**src/rtl/keypad_cursor_encoder.sv**
```systemverilog
// rtl/keypad_cursor_encoder.sv - five-button keypad to 4x6 cursor position and enter strobe
//
// Purpose:
//   Synchronizes and debounces five push buttons, turns debounced rising edges
//   into press events, moves a wrapping cursor over a 4 row x 6 column key grid
//   and strobes enter_button when center is pressed.
//
// Optional feature:
//   KEY_AUTOREPEAT_EN - when defined, held direction buttons re-issue a move
//   every REPEAT_CYCLES cycles. When undefined, REPEAT_CYCLES is ignored and no
//   repeat logic exists.
//
// Ports:
//   clk           system clock, all state on its rising edge
//   rst           synchronous active-high reset
//   btn_up/down/left/right/center  raw asynchronous button levels, active-high
//   val           registered key code under the cursor, row*6+col (0..23)
//   enter_button  single-cycle strobe confirming the key at val
//   cursor_row    registered cursor row (0..3)
//   cursor_col    registered cursor column (0..5)

module keypad_cursor_encoder #(
  parameter int DEBOUNCE_CYCLES = 50000,
  parameter int REPEAT_CYCLES   = 25000000
) (
  input  logic       clk,
  input  logic       rst,
  input  logic       btn_up,
  input  logic       btn_down,
  input  logic       btn_left,
  input  logic       btn_right,
  input  logic       btn_center,
  output logic [4:0] val,
  output logic       enter_button,
  output logic [1:0] cursor_row,
  output logic [2:0] cursor_col
);

  if (DEBOUNCE_CYCLES < 1) begin : g_bad_debounce
    $error("DEBOUNCE_CYCLES must be at least 1");
  end
  if (REPEAT_CYCLES < 1) begin : g_bad_repeat
    $error("REPEAT_CYCLES must be at least 1");
  end

  // Button bit positions; lower index wins when events coincide.
  localparam int NB    = 5;
  localparam int BTN_C = 0;
  localparam int BTN_U = 1;
  localparam int BTN_D = 2;
  localparam int BTN_L = 3;
  localparam int BTN_R = 4;

  localparam int            DW      = (DEBOUNCE_CYCLES > 1) ? $clog2(DEBOUNCE_CYCLES) : 1;
  localparam logic [DW-1:0] DB_LAST = DW'(DEBOUNCE_CYCLES - 1);

  logic [NB-1:0] btn_raw;
  logic [NB-1:0] sync1_q;
  logic [NB-1:0] sync2_q;
  logic [NB-1:0] deb_q;
  logic [NB-1:0] deb_prev_q;
  logic [NB-1:0] press;
  logic [NB-1:0] evt_d;
  logic [NB-1:0] evt_q;
  logic [DW-1:0] db_cnt_q [NB];

  assign btn_raw = {btn_right, btn_left, btn_down, btn_up, btn_center};

  // Synchronizer, per-button debouncer and the event pipeline register.
  // The debounced level flips after DEBOUNCE_CYCLES consecutive disagreeing
  // cycles; any agreeing cycle restarts the count.
  always_ff @(posedge clk) begin
    if (rst) begin
      sync1_q    <= '0;
      sync2_q    <= '0;
      deb_q      <= '0;
      deb_prev_q <= '0;
      evt_q      <= '0;
      for (int i = 0; i < NB; i++) begin
        db_cnt_q[i] <= '0;
      end
    end else begin
      sync1_q    <= btn_raw;
      sync2_q    <= sync1_q;
      deb_prev_q <= deb_q;
      evt_q      <= evt_d;
      for (int i = 0; i < NB; i++) begin
        if (sync2_q[i] != deb_q[i]) begin
          if (db_cnt_q[i] == DB_LAST) begin
            deb_q[i]    <= sync2_q[i];
            db_cnt_q[i] <= '0;
          end else begin
            db_cnt_q[i] <= db_cnt_q[i] + DW'(1);
          end
        end else begin
          db_cnt_q[i] <= '0;
        end
      end
    end
  end

  // Press events are debounced rising edges only; releases are ignored.
  assign press = deb_q & ~deb_prev_q;

`ifdef KEY_AUTOREPEAT_EN
  localparam int            RW       = (REPEAT_CYCLES > 1) ? $clog2(REPEAT_CYCLES) : 1;
  localparam logic [RW-1:0] RPT_LAST = RW'(REPEAT_CYCLES - 1);

  // Entry j serves direction button j+1; center has no repeat counter.
  logic [RW-1:0] rpt_cnt_q [NB-1];
  logic [NB-1:0] rpt_fire;

  always_comb begin
    rpt_fire = '0;
    for (int j = 0; j < NB - 1; j++) begin
      rpt_fire[j+1] = deb_q[j+1] & deb_prev_q[j+1] & (rpt_cnt_q[j] == RPT_LAST);
    end
  end

  // Counting starts the cycle after the press event, so the first repeat
  // lands REPEAT_CYCLES cycles after the press; each repeat restarts it.
  always_ff @(posedge clk) begin
    if (rst) begin
      for (int j = 0; j < NB - 1; j++) begin
        rpt_cnt_q[j] <= '0;
      end
    end else begin
      for (int j = 0; j < NB - 1; j++) begin
        if (deb_q[j+1] && deb_prev_q[j+1]) begin
          if (rpt_fire[j+1]) begin
            rpt_cnt_q[j] <= '0;
          end else begin
            rpt_cnt_q[j] <= rpt_cnt_q[j] + RW'(1);
          end
        end else begin
          rpt_cnt_q[j] <= '0;
        end
      end
    end
  end

  assign evt_d = press | rpt_fire;
`else
  assign evt_d = press;
`endif

  // Cursor state.
  logic [1:0] row_q, row_d;
  logic [2:0] col_q, col_d;
  logic [4:0] val_q, val_d;
  logic       enter_q, enter_d;
  logic       hold_q, hold_d;

  // hold_q blocks moves for the cycle after an enter so val stays put for
  // both the strobe cycle and the one after it.
  always_comb begin
    row_d   = row_q;
    col_d   = col_q;
    enter_d = 1'b0;
    hold_d  = 1'b0;
    if (evt_q[BTN_C]) begin
      enter_d = 1'b1;
      hold_d  = 1'b1;
    end else if (!hold_q) begin
      if (evt_q[BTN_U]) begin
        row_d = (row_q == 2'd0) ? 2'd3 : row_q - 2'd1;
      end else if (evt_q[BTN_D]) begin
        row_d = (row_q == 2'd3) ? 2'd0 : row_q + 2'd1;
      end else if (evt_q[BTN_L]) begin
        col_d = (col_q == 3'd0) ? 3'd5 : col_q - 3'd1;
      end else if (evt_q[BTN_R]) begin
        col_d = (col_q == 3'd5) ? 3'd0 : col_q + 3'd1;
      end
    end
    // row*6 = row*4 + row*2
    val_d = {1'b0, row_d, 2'b00} + {2'b00, row_d, 1'b0} + {2'b00, col_d};
  end

  always_ff @(posedge clk) begin
    if (rst) begin
      row_q   <= '0;
      col_q   <= '0;
      val_q   <= '0;
      enter_q <= 1'b0;
      hold_q  <= 1'b0;
    end else begin
      row_q   <= row_d;
      col_q   <= col_d;
      val_q   <= val_d;
      enter_q <= enter_d;
      hold_q  <= hold_d;
    end
  end

  assign val          = val_q;
  assign enter_button = enter_q;
  assign cursor_row   = row_q;
  assign cursor_col   = col_q;

endmodule

```
**config.mk**
```make
export PLATFORM = sky130hd
export DESIGN_NAME = keypad_cursor_encoder
export DESIGN_NICKNAME = d
export VERILOG_FILES = /design/src/rtl/keypad_cursor_encoder.sv
export SDC_FILE = /design/constraint.sdc
export NUM_CORES = 1
export LEC_CHECK = 0
export CAP_MARGIN = 20
export CELL_PAD_IN_SITES_DETAIL_PLACEMENT = 0
export CELL_PAD_IN_SITES_GLOBAL_PLACEMENT = 1
export CORE_MARGIN = 2
export CORE_UTILIZATION = 47
export CTS_CLUSTER_DIAMETER = 200
export DETAILED_ROUTE_END_ITERATION = 6
export PLACE_DENSITY_LB_ADDON = 0.1
export SYNTH_ARGS = -nofsm -noshare
export SYNTH_HDL_FRONTEND = slang
export SYNTH_SLANG_ARGS = --single-unit
```
**constraint.sdc**
```tcl
create_clock -name clk -period 3.9 [get_ports clk]
set_input_delay 0.39 -clock clk [delete_from_list [all_inputs] [get_ports clk]]
set_output_delay 0.39 -clock clk [all_outputs]
set_load 0.005 [all_outputs]
```
# Yosys cells after proc, flatten, opt, wreduce, memory -nomap -nowiden
# Memories as Yosys holds them, arrays and structs flattened.
# Index checks and enable logic that the tools add are counted.
# Widths: inputs -> output; s select.
# totals
ram_bits	80
memories	1
output_inout_bits	11
in_bits	7
ff_bits	36
# memory_table
name	words	width	read_ports	rd_clocked_by_memory_dff	wr	line	source
db_cnt_q	5	16	5	0	5	65	logic [DW-1:0] db_cnt_q [NB];
# op_classes
eq_ne	12
add_sub_neg	11
muxes	87
bitwise	17
n_reduce_logical	7
# ops
operator	count
$mux 16	15
$add 16x1->16 const B	5
$eq 16x16->1 const B	5
$mux 1	58
$mux 3	8
$or 1x1->1	15
$mux 2	6
$reduce_and 2->1	5
$add 4x3->5	1
$add 5x3->5	1
$and 5x5->5	1
$ne 1x1->1	5
$not 5->5	1
$add 3x1->3 const B	1
$eq 3x3->1 const B	1
$logic_not 3->1	1
$sub 3x1->3 const B	1
$add 2x1->2 const B	1
$eq 2x2->1 const B	1
$logic_not 2->1	1
$sub 2x1->2 const B	1

# Longest topological paths before layout
# Gate-level depths: netlist of run 1.
# depth
word_depth	9
mapped_depth	9

# Worst setup path after synthesis of run 1
# OpenSTA, ideal clock, no wires.
# synth_path
path_type	flip-flop to flip-flop
from	register evt_q[2]
to	register val_q[3], in the netlist val[3]
required_time_ns	3.772
stages_incl_launch_ff	9
arrival_ns	2.476
setup_ns	0.128
path_slack_ns	1.297
cell_sequence	dfxtp_1 or4_1 clkbuf_1 o21ai_0 nand2_1 fa_1 ha_1 fa_1 nor2b_1
# synth_between
elab_cells_between_ends	10
classes_between	2 x add/sub; 8 x mux
# synth_rtl
element	line	source
start, declared	64	logic [NB-1:0] evt_q;
start signal, assigned	86	evt_q <= evt_d;
$mux 3	167	end else if (evt_q[BTN_D]) begin
$mux 3	165	if (evt_q[BTN_U]) begin
$mux 3	164	end else if (!hold_q) begin
$mux 3	161	if (evt_q[BTN_C]) begin
named net col_d[2]	149	logic [2:0] col_q, col_d;
$add 5x3->5	176	val_d = {1'b0, row_d, 2'b00} + {2'b00, row_d, 1'b0} + {2'b00, col_d};
named net val_d[3]	150	logic [4:0] val_q, val_d;
end signal, assigned	189	val_q <= val_d;
end, declared	150	
# The timed path passes the listed nets, and every way through them passes these cells.
# A chain may end at the register's enable or synchronous reset.

# Worst setup path in the final report of run 1
# Same ends and word-level chain as after synthesis.

==> summary.txt, run 1 <==
Status
  • Failing checks: DRC
  • Status: finished with violations

Timing
  • Max Slew Vio Count: 0
  • Final min period: 2700 ps
  • Tightest Pin Transition: 865 ps
  • Normalized max-slew margin: 42.1%
  • # setup viols final: 0
  • Crit share post-route: 69.2%
  • Final Hold Viols: 0
  • Skew final: 9.04 ps
  • Fin Setup TNS: 0 ps
  • RSZ-0062 raised after global routing: false
  • FMAX: 0.370 GHz

Critical path
  • CP Max Fanout: 7
  • Setup CP Type: reg2reg
  • Arrival time of the worst setup path: 2990 ps
  • Startpoint types: register
  • Required @ worst endpoint: 4190 ps
  • Crit. End Element: register

Synth
  • Ys flop type: edfxtp_1
  • Seq/Total Area, Yosys: 55.3%
  • Area share of the largest cell type after synthesis: 42.8%
  • Yosys top cell by area: edfxtp_1
  • Yosys reg bits: 115
  • Area contributors post-synth: edfxtp_1 (43%), dfxtp_1 (12%), xnor2_1 (8.7%), nor2_1 (6.4%), nor2b_1 (3.1%)
  • Yosys warns: 0
  • Mean Syn Cell Area: 10.6 sq um
  • Netlist cell types: 45
  • Top-count cell post-synth: nor2_1
  • Synth top cells by count: nor2_1 (96), edfxtp_1 (80), xnor2_1 (56)
  • Synthesized area: 5610 sq um
  • Gate Count Post-Synth: 531
  • Async S/R FF share, synth: 0%
  • Number of synthesized flops with an enable pin: 80

Layout
  • Share of layout cells above drive strength 1: 5.42%
  • Final Util: 58.8%
  • Area grow syn2layout: 20.6%
  • Ant. Diodes: 0
  • Final nets: 650

Clocking
  • Clock Path Buffers: 2
  • Setup Fix Bufs, Post-CTS: 0
  • CTS Buf Count: 17
  • Clock transition at the registers of the reported paths: 50 ps
  • TritonCTS Sinks: 115
  • Post-CTS Hold Buffers: 0
  • TritonCTS clock tree: done
  • CTS resizes: 0
  • Clock latency on the worst-skew pair: 410 ps
  • CTS root buf: clkbuf_16
  • Htree depth: 4

Pwr
  • NetSw: 0.590 mW
  • Static leakage: 2.41 nW
  • Reg power frac: 47.5%
  • Comb pwr share: 3.1%
  • P per Cell Area: 433 nW/um^2
  • Clock Power Share: 49.4%
  • Switching part of the total: 20.1%
  • P_int: 2.34 mW
  • Max VDD drop: 0.265 mV

Detailed routing
  • Drt wl/cell: 11.8 um
  • Starting DRT DRC Count: 247
  • Vias per cell: 4.93
  • First-pass DRT Iterations: 7
  • Final wirelength: 9.34 mm
  • Post-route ant nets: 0
  • DR DRC count: 3
  • Vias: 3,893

Global routing
  • Overall routing resource usage: 16.0%
  • Largest net degree at the start of global routing: 25
  • First-pass GRT wire length: 16.4 mm
  • Remaining global-route overflow: 0
  • Initial antenna violation count: 0
  • Vias in the first global route: 3,754

Placed design
  • Port Buffers: 17
  • GP Congestion: 0.774
  • HPWL Detailed: 6.45 mm

Floorplanning
  • DIE HEIGHT: 113 um
  • DIE WIDTH: 113 um
  • Placeable Area: 11,500 sq um
  • Initial Util: 48.7%
  • Std cell rows: 39
  • I/O pin count: 18
  • Full die area: 12,800 sq um

Flow run
  • Max Cap Violations: 0

Hold path
  • Worst hold path type: reg2reg
[logic make-up (layout without fill, tap and decap cells)]
group / count (synthesis) / in the layout / share of synthesized area, %
muxes: 4 / 4 / 0.714
adders and majority gates: 10 / 10 / 2.50
DFF: 115 / 115 / 55.3
xor gates and xnor gates: 72 / 72 / 11.2
buffers and inverters: 29 / 65 / 2.18
and+or+nand+nor: 277 / 277 / 25.5
other: 1 / 80 / 0.0668
AOI/OAI and AO/OA: 23 / 23 / 2.50
[sequential cells by signal (all words and copies together), names as in the netlist, 3 cells and up]
register	flops
cursor_col	3
db_cnt_q	80
deb_prev_q	5
deb_q	5
evt_q	5
sync1_q	5
sync2_q	5
val	4
[critical path, cell delays in order (launching register included)]
cell	delay (ps)
dfxtp_1	310
or4_1	650
o21ai_0	260
nand2_1	110
fa_1	480
ha_1	220
fa_1	410
nor2b_1	140
[per-layer routing]
| metal | up-vias | part of all wire (%) | wire length [um] | track usage (%) |
|---|---|---|---|---|
| met4 | 0 | 1.4 | 131 | 6.83 |
| li1 | 2017 | - | - | - |
| met2 | 57 | 45 | 4200 | 25.0 |
| met1 | 1806 | 50 | 4630 | 20.2 |
| met3 | 13 | 4.1 | 382 | 5.52 |
| met5 | - | 0 | 0 | 0 |
[power groups by stage]
| stage | sequential [mW] | combinational (mW) | clock [mW] |
|---|---|---|---|
| final | 1.39 | 0.0917 | 1.45 |
| after global routing | 1.40 | 0.108 | 1.53 |
| after CTS | 1.39 | 0.0909 | 1.48 |
| after global placement | 1.41 | 0.0895 | 0 |
| after detailed placement | 1.41 | 0.0900 | 0 |
| after floorplan | 1.40 | 0.0742 | 0 |
[final cells by class]
| type | instances | area (sq um) |
|---|---|---|
| inverter | 15 | 56.3 |
| tap | 143 | 179 |
| fill | 1024 | 4750 |
| clock inverter | 3 | 15.0 |
| sequential | 115 | 3100 |
| multi-input combinational | 466 | 2680 |
| clock buffer | 29 | 553 |
| timing repair buffer | 18 | 178 |
[per-stage QoR]
stage | setup slack [ps] | hold WS [ps] | cells | instance area, sq um | total power, mW
5_1_grt | 1080 | 391 | 789 | 6770 | 3.04
3_3_place_gp | 1240 | 373 | 757 | 6200 | 1.50
4_1_cts | 1200 | 384 | 789 | 6770 | 2.97
6_report | 1200 | 381 | 789 | 6770 | 2.93
3_5_place_dp | 1180 | 377 | 757 | 6200 | 1.50
2_1_floorplan | 1300 | 367 | 610 | 5910 | 1.48
[cells in the final DEF (no fill, tap or decap), drive strengths merged, types with 21 or more instances in the layout]
| master | n |
|---|---|
| nand4 | 21 |
| dfxtp | 35 |
| clkbuf | 29 |
| nand3 | 30 |
| nand2 | 25 |
| conb | 80 |
| xnor2 | 56 |
| nor2 | 96 |
| nor2b | 28 |
| edfxtp | 80 |
[path summary, 6_finish.rpt]
path,start,to,slack [ps],depth (start not counted)
hold / removal,deb_prev_q[4]$_SDFF_PP0_,evt_q[4]$_SDFF_PP0_,380,1
setup / recovery,evt_q[2]$_SDFF_PP0_,val[3]$_SDFF_PP0_,1200,7
setup reg to reg,evt_q[2]$_SDFF_PP0_,val[3]$_SDFF_PP0_,1200,7
hold reg to reg,deb_prev_q[4]$_SDFF_PP0_,evt_q[4]$_SDFF_PP0_,380,1
(Power assumes the default switching activity.)
==> inputs of run 2 (changes only) <==
Settings changed: CORE_UTILIZATION 47 to 44.
Clock period 3.9 ns to 2.3 ns, I/O delays scaled along.
==> run 2 against run 1 <==
The run ends with setup timing left. Sequential power is 69% higher. Flip-flop and latch count is the same. Power up 71%. Non-clock buffer count increased by 36. Fmax rose by 13%. Register-to-register slack worse by 1300 ps. Routed wire length is 7.8% higher. Sequential share of layout area fell by 2.5 points. Utilization decreased by 1.5 points. Final area increased by 5.9%. Largest power group unchanged.
==> summary.txt, run 2 (synthesized netlist as in run 1, its figures left out) <==
Status
  • Status: finished with violations
  • Failing checks: setup timing

Critical path
  • Max incr delay on CP: 560 ps
  • Worst R2R Start: evt_q[2]$_SDFF_PP0_
  • Crit. End Element: register
  • Crit path cell chain: or4_4 -> buf_4 -> nor4_4 -> o21ai_2 -> nand3_1 -> ha_1 -> ha_2 -> fa_1 -> nor2b_1
  • Crit path max-delay cell type: or4_4
  • CP Max Fanout: 4
  • CP startpoint: evt_q[2]$_SDFF_PP0_
  • Arrival time of the worst setup path: 2680 ps
  • Startpoint types: register
  • R2R Setup Slk: -90 ps
  • Required @ worst endpoint: 2600 ps
  • Setup CP Type: reg2reg

Clocking
  • CTS root buf: clkbuf_16
  • Clock latency on the worst-skew pair: 410 ps
  • CTS Buf Count: 17
  • Clock transition at the registers of the reported paths: 50 ps
  • Clock Path Buffers: 2
  • TritonCTS clock tree: done
  • Post-CTS Hold Buffers: 0
  • Htree depth: 4
  • TritonCTS Sinks: 115

Detailed routing
  • DR DRC count: 0
  • Vias: 4,014
  • Vias per cell: 4.70
  • Metal2 WL: 4.67 mm
  • First-pass DRT Iterations: 4
  • Final wirelength: 10.1 mm
  • Drt wl/cell: 11.8 um
  • Met1 WL: 4.88 mm
  • Top Metal Used: met4
  • Starting DRT DRC Count: 174
  • Post-route ant nets: 0
  • DR WL met3: 305 um

Floorplanning
  • I/O pin count: 18
  • Std cell rows: 41
  • DIE WIDTH: 117 um
  • DIE HEIGHT: 117 um
  • Placeable Area: 12,500 sq um
  • Full die area: 13,700 sq um
  • Initial Util: 44.8%

Layout
  • Final Util: 57.2%
  • Share of layout cells above drive strength 1: 12.3%
  • Sequential Area: 3100 sq um
  • Finished Layout Cells: 854
  • Max FFs per register: 80
  • Filler Cells Inserted: 1,178
  • Final nets: 686
  • Most frequent cells in the layout: nor2_1 (96), edfxtp_1 (80), conb_1 (80)
  • Top reg by flops: db_cnt_q
  • Final instance area: 7170 sq um
  • Area grow syn2layout: 27.7%
  • Commonest non-fill, non-tap cell in the layout: nor2_1
  • Ant. Diodes: 0
  • Area of the multi-input gates: 2740 sq um

Hold path
  • Worst hold path type: in2reg
  • Hold_sp: btn_right

Global routing
  • First-pass GRT wire length: 17.6 mm
  • Vias in the first global route: 3,881
  • Remaining global-route overflow: 0
  • Largest net degree at the start of global routing: 37
  • Initial antenna violation count: 0
  • Overall routing resource usage: 16.5%

Pwr
  • P per Cell Area: 699 nW/um^2
  • Max VDD drop: 0.408 mV
  • Static leakage: 2.62 nW
  • Pwr Total: 5.01 mW

Placed design
  • Setup WS pre-CTS: -260 ps
  • Port Buffers: 17
  • Dpl cell area: 6540 sq um
  • HPWL Detailed: 7.25 mm
  • Placed cells: 821
  • GP Congestion: 0.827

Timing
  • RSZ-0062 raised after global routing: true
  • # setup viols final: 2
  • Max Slew Vio Count: 0
  • Skew final: 6.89 ps
  • FMAX: 0.419 GHz
  • Crit share post-route: 104%
  • Worst setup margin: -87.4 ps
  • Hold WS: 370 ps
  • Normalized max-slew margin: 66.4%
  • Fin Setup TNS: -89.6 ps
  • Final Hold Viols: 0
  • Final min period: 2390 ps
  • Tightest Pin Transition: 502 ps

Flow run
  • Max Cap Violations: 0
run 2: cell types whose count changed in the layout (fill, tap and decap cells not counted), sizes merged:
cell and change:
clkinv +6, buf +36, clkbuf -7, clkinvlp +1
run 2: layout make-up:
class	count	share of cell area, %
sequential	115	43.3
multi-input combinational	466	38.2
clock buffer	22	7.23
timing repair buffer	54	6.77
tap	172	3.00
inverter	15	0.786
clock inverter	10	0.698
run 2: final timing paths:
kind         cells past startpoint                    end
min reg2reg                      1    evt_q[3]$_SDFF_PP0_
max                              9      val[3]$_SDFF_PP0_
min                              2  sync1_q[4]$_SDFF_PP0_
max reg2reg                      9      val[3]$_SDFF_PP0_
run 2: routing by layer:
metal  up-vias  global-route usage (%)
li1       2098                       -
met1      1849                    21.2
met2        48                    25.9
met3        19                    4.48
met4         0                    7.92
met5         -                       0
run 2: power by group:
| part | internal, mW | switching, mW | total [mW] |
|---|---|---|---|
| combinational | 0.0871 | 0.0991 | 0.186 |
| clock | 1.57 | 0.901 | 2.47 |
| sequential | 2.28 | 0.0665 | 2.35 |
| total | 3.95 | 1.07 | 5.01 |
run 2: worst max-delay path, delay by kind of cell, from the launching register on:
family,cells,cell delay (ps)
buffers and inverters,1,180
and+or+nand+nor,4,990
AOI/OAI and AO/OA,1,90
DFF,1,320
adders and majority gates,3,710
run 2: timing repair:
item / 4_1_cts / 5_1_grt
pin swaps: 5 / 2
buffers inserted: 0 / 1
gates resized for setup: 6 / 5
setup endpoints to repair: 2 / 8
==> inputs of run 3 (changes only) <==
Settings changed: CTS_CLUSTER_SIZE set to 40.
==> results of run 3 <==
Final layout, timing and power as in run 2 (identical DEF).
